### config.mk
export PLATFORM = sky130hd
export DESIGN_NAME = uart_tx_arbiter
export DESIGN_NICKNAME = d
export VERILOG_FILES = /design/src/rtl/uart_tx_arbiter.sv
export SDC_FILE = /design/constraint.sdc
export NUM_CORES = 1
export LEC_CHECK = 0
export BUFFER_PORTS_ARGS = -buffer_cell sky130_fd_sc_hd__buf_4
export CAP_MARGIN = 10
export CORE_MARGIN = 4
export CORE_UTILIZATION = 50
export CTS_BUF_LIST = sky130_fd_sc_hd__clkbuf_4 sky130_fd_sc_hd__clkbuf_8
export CTS_CLUSTER_SIZE = 25
export DETAILED_ROUTE_END_ITERATION = 6
export GPL_ROUTABILITY_DRIVEN = 0
export GPL_TIMING_DRIVEN = 0
export PLACE_DENSITY = 0.78
export SLEW_MARGIN = 40
export SYNTH_ARGS = -nofsm -noshare
export SYNTH_HDL_FRONTEND = slang
export SYNTH_SLANG_ARGS = --single-unit
### constraint.sdc
create_clock -name clk -period 15.8 [get_ports clk]
set_clock_uncertainty 0.05 [all_clocks]
set_input_delay 1.58 -clock clk [delete_from_list [all_inputs] [get_ports clk]]
set_output_delay 1.58 -clock clk [all_outputs]
set_load 0.01 [all_outputs]
### src/rtl/uart_tx_arbiter.sv
// uart_tx_arbiter: round-robin, packet-granular sharing of one UART transmitter among NREQ byte streams.
// Define UART_TX_ARB_HDR_EN to prefix every grant with a header byte HDR_BASE + grant index.
module uart_tx_arbiter #(
  parameter int         NREQ     = 4,
  parameter logic [7:0] MAX_PKT  = 8'd64
`ifdef UART_TX_ARB_HDR_EN
  ,parameter logic [7:0] HDR_BASE = 8'hA0
`endif
) (
  input  logic              clk,
  input  logic              Reset,
  input  logic [NREQ-1:0]   Req_Valid,
  input  logic [8*NREQ-1:0] Req_Data,
  input  logic [NREQ-1:0]   Req_Last,
  output logic [NREQ-1:0]   Req_Ack,
  output logic [7:0]        TxBuf,
  output logic              Write_TxBuf,
  input  logic              TxEmpty,
  output logic              Busy,
  output logic [2:0]        Grant
);

`ifdef UART_TX_ARB_HDR_EN
  typedef enum logic [1:0] {IDLE = 2'd0, DATA = 2'd1, SEND = 2'd2, HDR = 2'd3} state_t;
`else
  typedef enum logic [1:0] {IDLE = 2'd0, DATA = 2'd1, SEND = 2'd2} state_t;
`endif

  state_t      state_r, state_s;
  logic [7:0]  txBuf_r, txBuf_s;
  logic        write_r, write_s;
  logic        busy_r, busy_s;
  logic [2:0]  grant_r, grant_s;
  logic [2:0]  rrPtr_r, rrPtr_s;
  logic [7:0]  count_r, count_s;
  logic        endGrant_r, endGrant_s;
  logic        grantValid_s, grantLast_s, ackFire_s;
  logic [7:0]  grantData_s;
  logic [2:0]  pick_s;

  // Mux the granted requester's valid/last/data out of the packed buses.
  always_comb begin
    grantValid_s = 1'b0;
    grantLast_s  = 1'b0;
    grantData_s  = 8'd0;
    for (int i = 0; i < NREQ; i++) begin
      grantValid_s = grantValid_s | (Req_Valid[i] & (grant_r == 3'(i)));
      grantLast_s  = grantLast_s  | (Req_Last[i]  & (grant_r == 3'(i)));
      grantData_s  = grantData_s  | (Req_Data[8*i +: 8] & {8{grant_r == 3'(i)}});
    end
  end

  // Round-robin pick: valid requester at the smallest distance above the pointer.
  always_comb begin
    int bestOff;
    int off;
    pick_s  = 3'd0;
    bestOff = NREQ;
    for (int j = 0; j < NREQ; j++) begin
      off = (j >= int'(rrPtr_r)) ? (j - int'(rrPtr_r)) : (j - int'(rrPtr_r) + NREQ);
      if (Req_Valid[j] && (off < bestOff)) begin
        bestOff = off;
        pick_s  = 3'(j);
      end else begin
        bestOff = bestOff;
      end
    end
  end

  assign ackFire_s = Reset && (state_r == DATA) && TxEmpty && grantValid_s;

  // Acknowledge only the granted requester, and only when its byte is taken this cycle.
  always_comb begin
    Req_Ack = '0;
    if (ackFire_s) begin
      Req_Ack = {{(NREQ-1){1'b0}}, 1'b1} << grant_r;
    end else begin
      Req_Ack = '0;
    end
  end

  // Next-state and datapath decisions; the write strobe defaults low so it lasts exactly one cycle.
  always_comb begin
    state_s    = state_r;
    txBuf_s    = txBuf_r;
    write_s    = 1'b0;
    busy_s     = busy_r;
    grant_s    = grant_r;
    rrPtr_s    = rrPtr_r;
    count_s    = count_r;
    endGrant_s = endGrant_r;
    case (state_r)
      IDLE: begin
        if (|Req_Valid) begin
          grant_s    = pick_s;
          busy_s     = 1'b1;
          count_s    = 8'd0;
          endGrant_s = 1'b0;
`ifdef UART_TX_ARB_HDR_EN
          state_s    = HDR;
`else
          state_s    = DATA;
`endif
        end else begin
          state_s = IDLE;
        end
      end
`ifdef UART_TX_ARB_HDR_EN
      HDR: begin
        if (TxEmpty) begin
          txBuf_s    = HDR_BASE + {5'd0, grant_r};
          write_s    = 1'b1;
          endGrant_s = 1'b0;
          state_s    = SEND;
        end else begin
          state_s = HDR;
        end
      end
`endif
      DATA: begin
        if (ackFire_s) begin
          txBuf_s    = grantData_s;
          write_s    = 1'b1;
          count_s    = count_r + 8'd1;
          endGrant_s = grantLast_s | ((count_r + 8'd1) == MAX_PKT);
          state_s    = SEND;
        end else begin
          state_s = DATA;
        end
      end
      SEND: begin
        if (endGrant_r) begin
          busy_s  = 1'b0;
          rrPtr_s = (grant_r == 3'(NREQ-1)) ? 3'd0 : (grant_r + 3'd1);
          state_s = IDLE;
        end else begin
          state_s = DATA;
        end
      end
      default: begin
        busy_s  = 1'b0;
        state_s = IDLE;
      end
    endcase
  end

  // State register.
  always_ff @(posedge clk or negedge Reset) begin
    if (!Reset) begin
      state_r <= IDLE;
    end else begin
      state_r <= state_s;
    end
  end

  // Registered datapath and outputs.
  always_ff @(posedge clk or negedge Reset) begin
    if (!Reset) begin
      txBuf_r    <= 8'd0;
      write_r    <= 1'b0;
      busy_r     <= 1'b0;
      grant_r    <= 3'd0;
      rrPtr_r    <= 3'd0;
      count_r    <= 8'd0;
      endGrant_r <= 1'b0;
    end else begin
      txBuf_r    <= txBuf_s;
      write_r    <= write_s;
      busy_r     <= busy_s;
      grant_r    <= grant_s;
      rrPtr_r    <= rrPtr_s;
      count_r    <= count_s;
      endGrant_r <= endGrant_s;
    end
  end

  assign TxBuf       = txBuf_r;
  assign Write_TxBuf = write_r;
  assign Busy        = busy_r;
  assign Grant       = grant_r;

endmodule

==> results.json <==
{
  "outcome": "completed",
  "dp_hpwl_microns": 3876,
  "synthFlopType": "dfrtp_1",
  "dieWidth_microns": 70.66,
  "antenna_found_initial": 0,
  "cts.clk_slew.worst_paths_ns": 0.09,
  "die_h_microns": 70.66,
  "cts_buffers": 3,
  "endpoint_kind": "register",
  "clock_latency_ns": 0.27,
  "wire_per_inst_microns": 15.41,
  "crit_slowest_cell": "or3b_2",
  "crit_chain": "buf_4 -> nand3b_1 -> ha_1 -> nor3b_1 -> o21ai_2 -> nor2_2 -> nor2_1 -> inv_1 -> ha_1 -> or3b_4 -> a2111oi_4 -> nor4b_4 -> nor2_2 -> mux2i_1 -> ha_1 -> or3b_2 -> and3b_2 -> a21oi_1 -> o311ai_0",
  "drive_gt1_frac": 0.2989,
  "vias": 1852,
  "viasPerCell": 5.629,
  "postSynth.asyncResetShare": 1.000,
  "clock-sinks": 25,
  "slew_headroom": 0.6559,
  "portBuffers": 58,
  "postCtsSetupBuffers": 0,
  "maxCapViolCount": 0,
  "required_ns": 15.90,
  "drv_slew": 0,
  "yosysWarnings": 0,
  "synth_seq_cells": 25,
  "final_common_cell": "buf_4",
  "crit_arrival_ns": 6.16,
  "cpMostUsedCell": "ha_1",
  "layout.nets": 344,
  "placeableCoreArea_sq_um": 3716,
  "dieArea_sq_um": 4993,
  "drc": 0,
  "grt_max_degree": 27,
  "synth_edf_count": 0,
  "grt_usage": 0.2036,
  "syn_area_sq_um": 1963,
  "initialDrtViolationCount": 110,
  "areaGrowthSynthToFinish_pct": 28.94,
  "tightest_slew_ns": 0.5133,
  "antenna_cells": 0,
  "crit_path_max_incr_delay_ns": 0.51,
  "grt_setup_unrepaired": "no",
  "n_fill_cell": 334,
  "initial_core_util": 0.5283,
  "hold_path_class": "register to register",
  "totalWireLength_microns": 5071,
  "setup_tns_ns": 0,
  "max-vdd-ir-drop_uv": 89.18,
  "cts_repair_resize_count": 0,
  "grt_remaining_overflow": 0,
  "cts_hold_buf": 0,
  "grt_pass1_wl_microns": 8418,
  "startpoint_type": "input pin",
  "cts_tree": "yes",
  "finalHoldViolCount": 0,
  "rows": 22,
  "cts_root_buffer": "clkbuf_8",
  "p_per_area_nw_per_um2": 144.2,
  "clk_path_buf_depth": 2,
  "setup.worst_path.class": "input pin to register",
  "layout_common_cells": "59 x buf_4, 25 x dfrtp_1, 19 x ha_1",
  "ys_types": 53,
  "syn_inst": 214,
  "r2r_slack_ns": 10.06,
  "period_needed_ns": 6.058,
  "grt_pass1_vias": 1816,
  "seq_area_frac_synth": 0.3187,
  "fmax_ghz": 0.1651,
  "power.total_uw": 364.9,
  "firstDrtPassIters": 4,
  "cp_max_fo": 7,
  "htreeDepth": 1,
  "synth_area_per_cell_sq_um": 9.174,
  "num_io_pins": 60,
  "leakage_nw": 1.128,
  "fin_crit_sh": 0.3834,
  "setup_viol": 0,
  "ant_nets": 0
}
==> Yosys cell counts, types with 3 or more instances <==
library cell  instances  area share
dfrtp_1              25        0.32
ha_1                 19        0.12
a22oi_1              18       0.069
inv_1                16       0.031
nor2_1               16       0.031
o21ai_0              14       0.036
nand2_1               9       0.017
a31oi_1               8       0.025
clkbuf_1              7       0.013
and2_1                6       0.019
nor3_1                5       0.013
o21a_1                5       0.019
a21oi_1               4       0.010
a22o_1                3       0.013
buf_2                 3      0.0076
nor2b_1               3      0.0096
nor4_1                3      0.0096
o31ai_1               3       0.011
==> critical path, delay by kind of cell <==
family | cells | cell delay, ns
buffers and inverters | 2 | 0.21
adders and majority gates | 3 | 0.79
AOI/OAI and AO/OA | 4 | 1.02
muxes | 1 | 0.17
and+or+nand+nor | 9 | 2.38
==> metrics by stage <==
step	worst slack [ns]	cells	hold slack [ns]	cell area, sq um	utilization
after floorplan	10.08	219	0.4192	1982	-
final	9.742	329	0.4634	2531	0.6811
after global routing	9.496	329	0.5019	2531	0.6811
after global placement	9.491	325	0.4290	2477	0.6667
after detailed placement	9.555	325	0.4508	2477	0.6667
after CTS	9.772	329	0.4722	2526	0.6798
==> area by class of cell <==
cell class	instances	area, sq um	share of cell area
multi-input cells	167	1252	0.4948
plain buffers	11	48.80	0.01928
clock inverters	1	7.507	0.002966
inverters	16	60.06	0.02373
clock buffers	3	41.29	0.01631
repair buffers	58	435.4	0.1720
well taps	48	60.06	0.02373
flip-flops and latches	25	625.6	0.2472
==> where the power goes <==
| part | internal [mW] | switching, mW | leakage, nW |
|---|---|---|---|
| clock network | 0.0179 | 0.0220 | 0.0217 |
| registers | 0.0859 | 0.0198 | 0.313 |
| logic | 0.101 | 0.118 | 0.794 |
==> cells by family (layout without fill, tap and decap cells) <==
logic type,after synthesis,in the layout,synth area share
adders and majority gates,19,19,0.1211
other,1,6,0.001910
muxes,4,4,0.02358
and+or+nand+nor,64,64,0.1893
AOI/OAI and AO/OA,73,73,0.2855
DFF,25,25,0.3187
xor gates and xnor gates,1,1,0.004462
buffers and inverters,27,89,0.05545
==> flip-flops by register name, indices dropped and copies added (netlist names) <==
register,flops
Busy,1
Grant,2
TxBuf,8
Write_TxBuf,1
count_r,8
endGrant_r,1
rrPtr_r,2
state_r,2
==> routing by layer <==
layer,vias to the layer above,global-route usage,share of wire
li1,929,-,-
met1,883,0.2761,0.46
met2,36,0.3493,0.50
met3,4,0.02983,0.036
met4,0,0.03758,0.0075
met5,-,0,0
==> final timing paths <==
check | start | end | cells past startpoint
min in group asynchronous | Reset | count_r[3]$_DFFE_PN0P_ | 1
setup reg to reg | rrPtr_r[0]$_DFFE_PN0P_ | Grant[0]$_DFFE_PN0P_ | 22
max in group asynchronous | Reset | rrPtr_r[1]$_DFFE_PN0P_ | 1
setup / recovery | Req_Valid[0] | Grant[0]$_DFFE_PN0P_ | 19
hold reg to reg | Busy$_DFFE_PN0P_ | Busy$_DFFE_PN0P_ | 1
hold / removal | Busy$_DFFE_PN0P_ | Busy$_DFFE_PN0P_ | 1
Note: power is estimated with default switching activity, not from simulation.
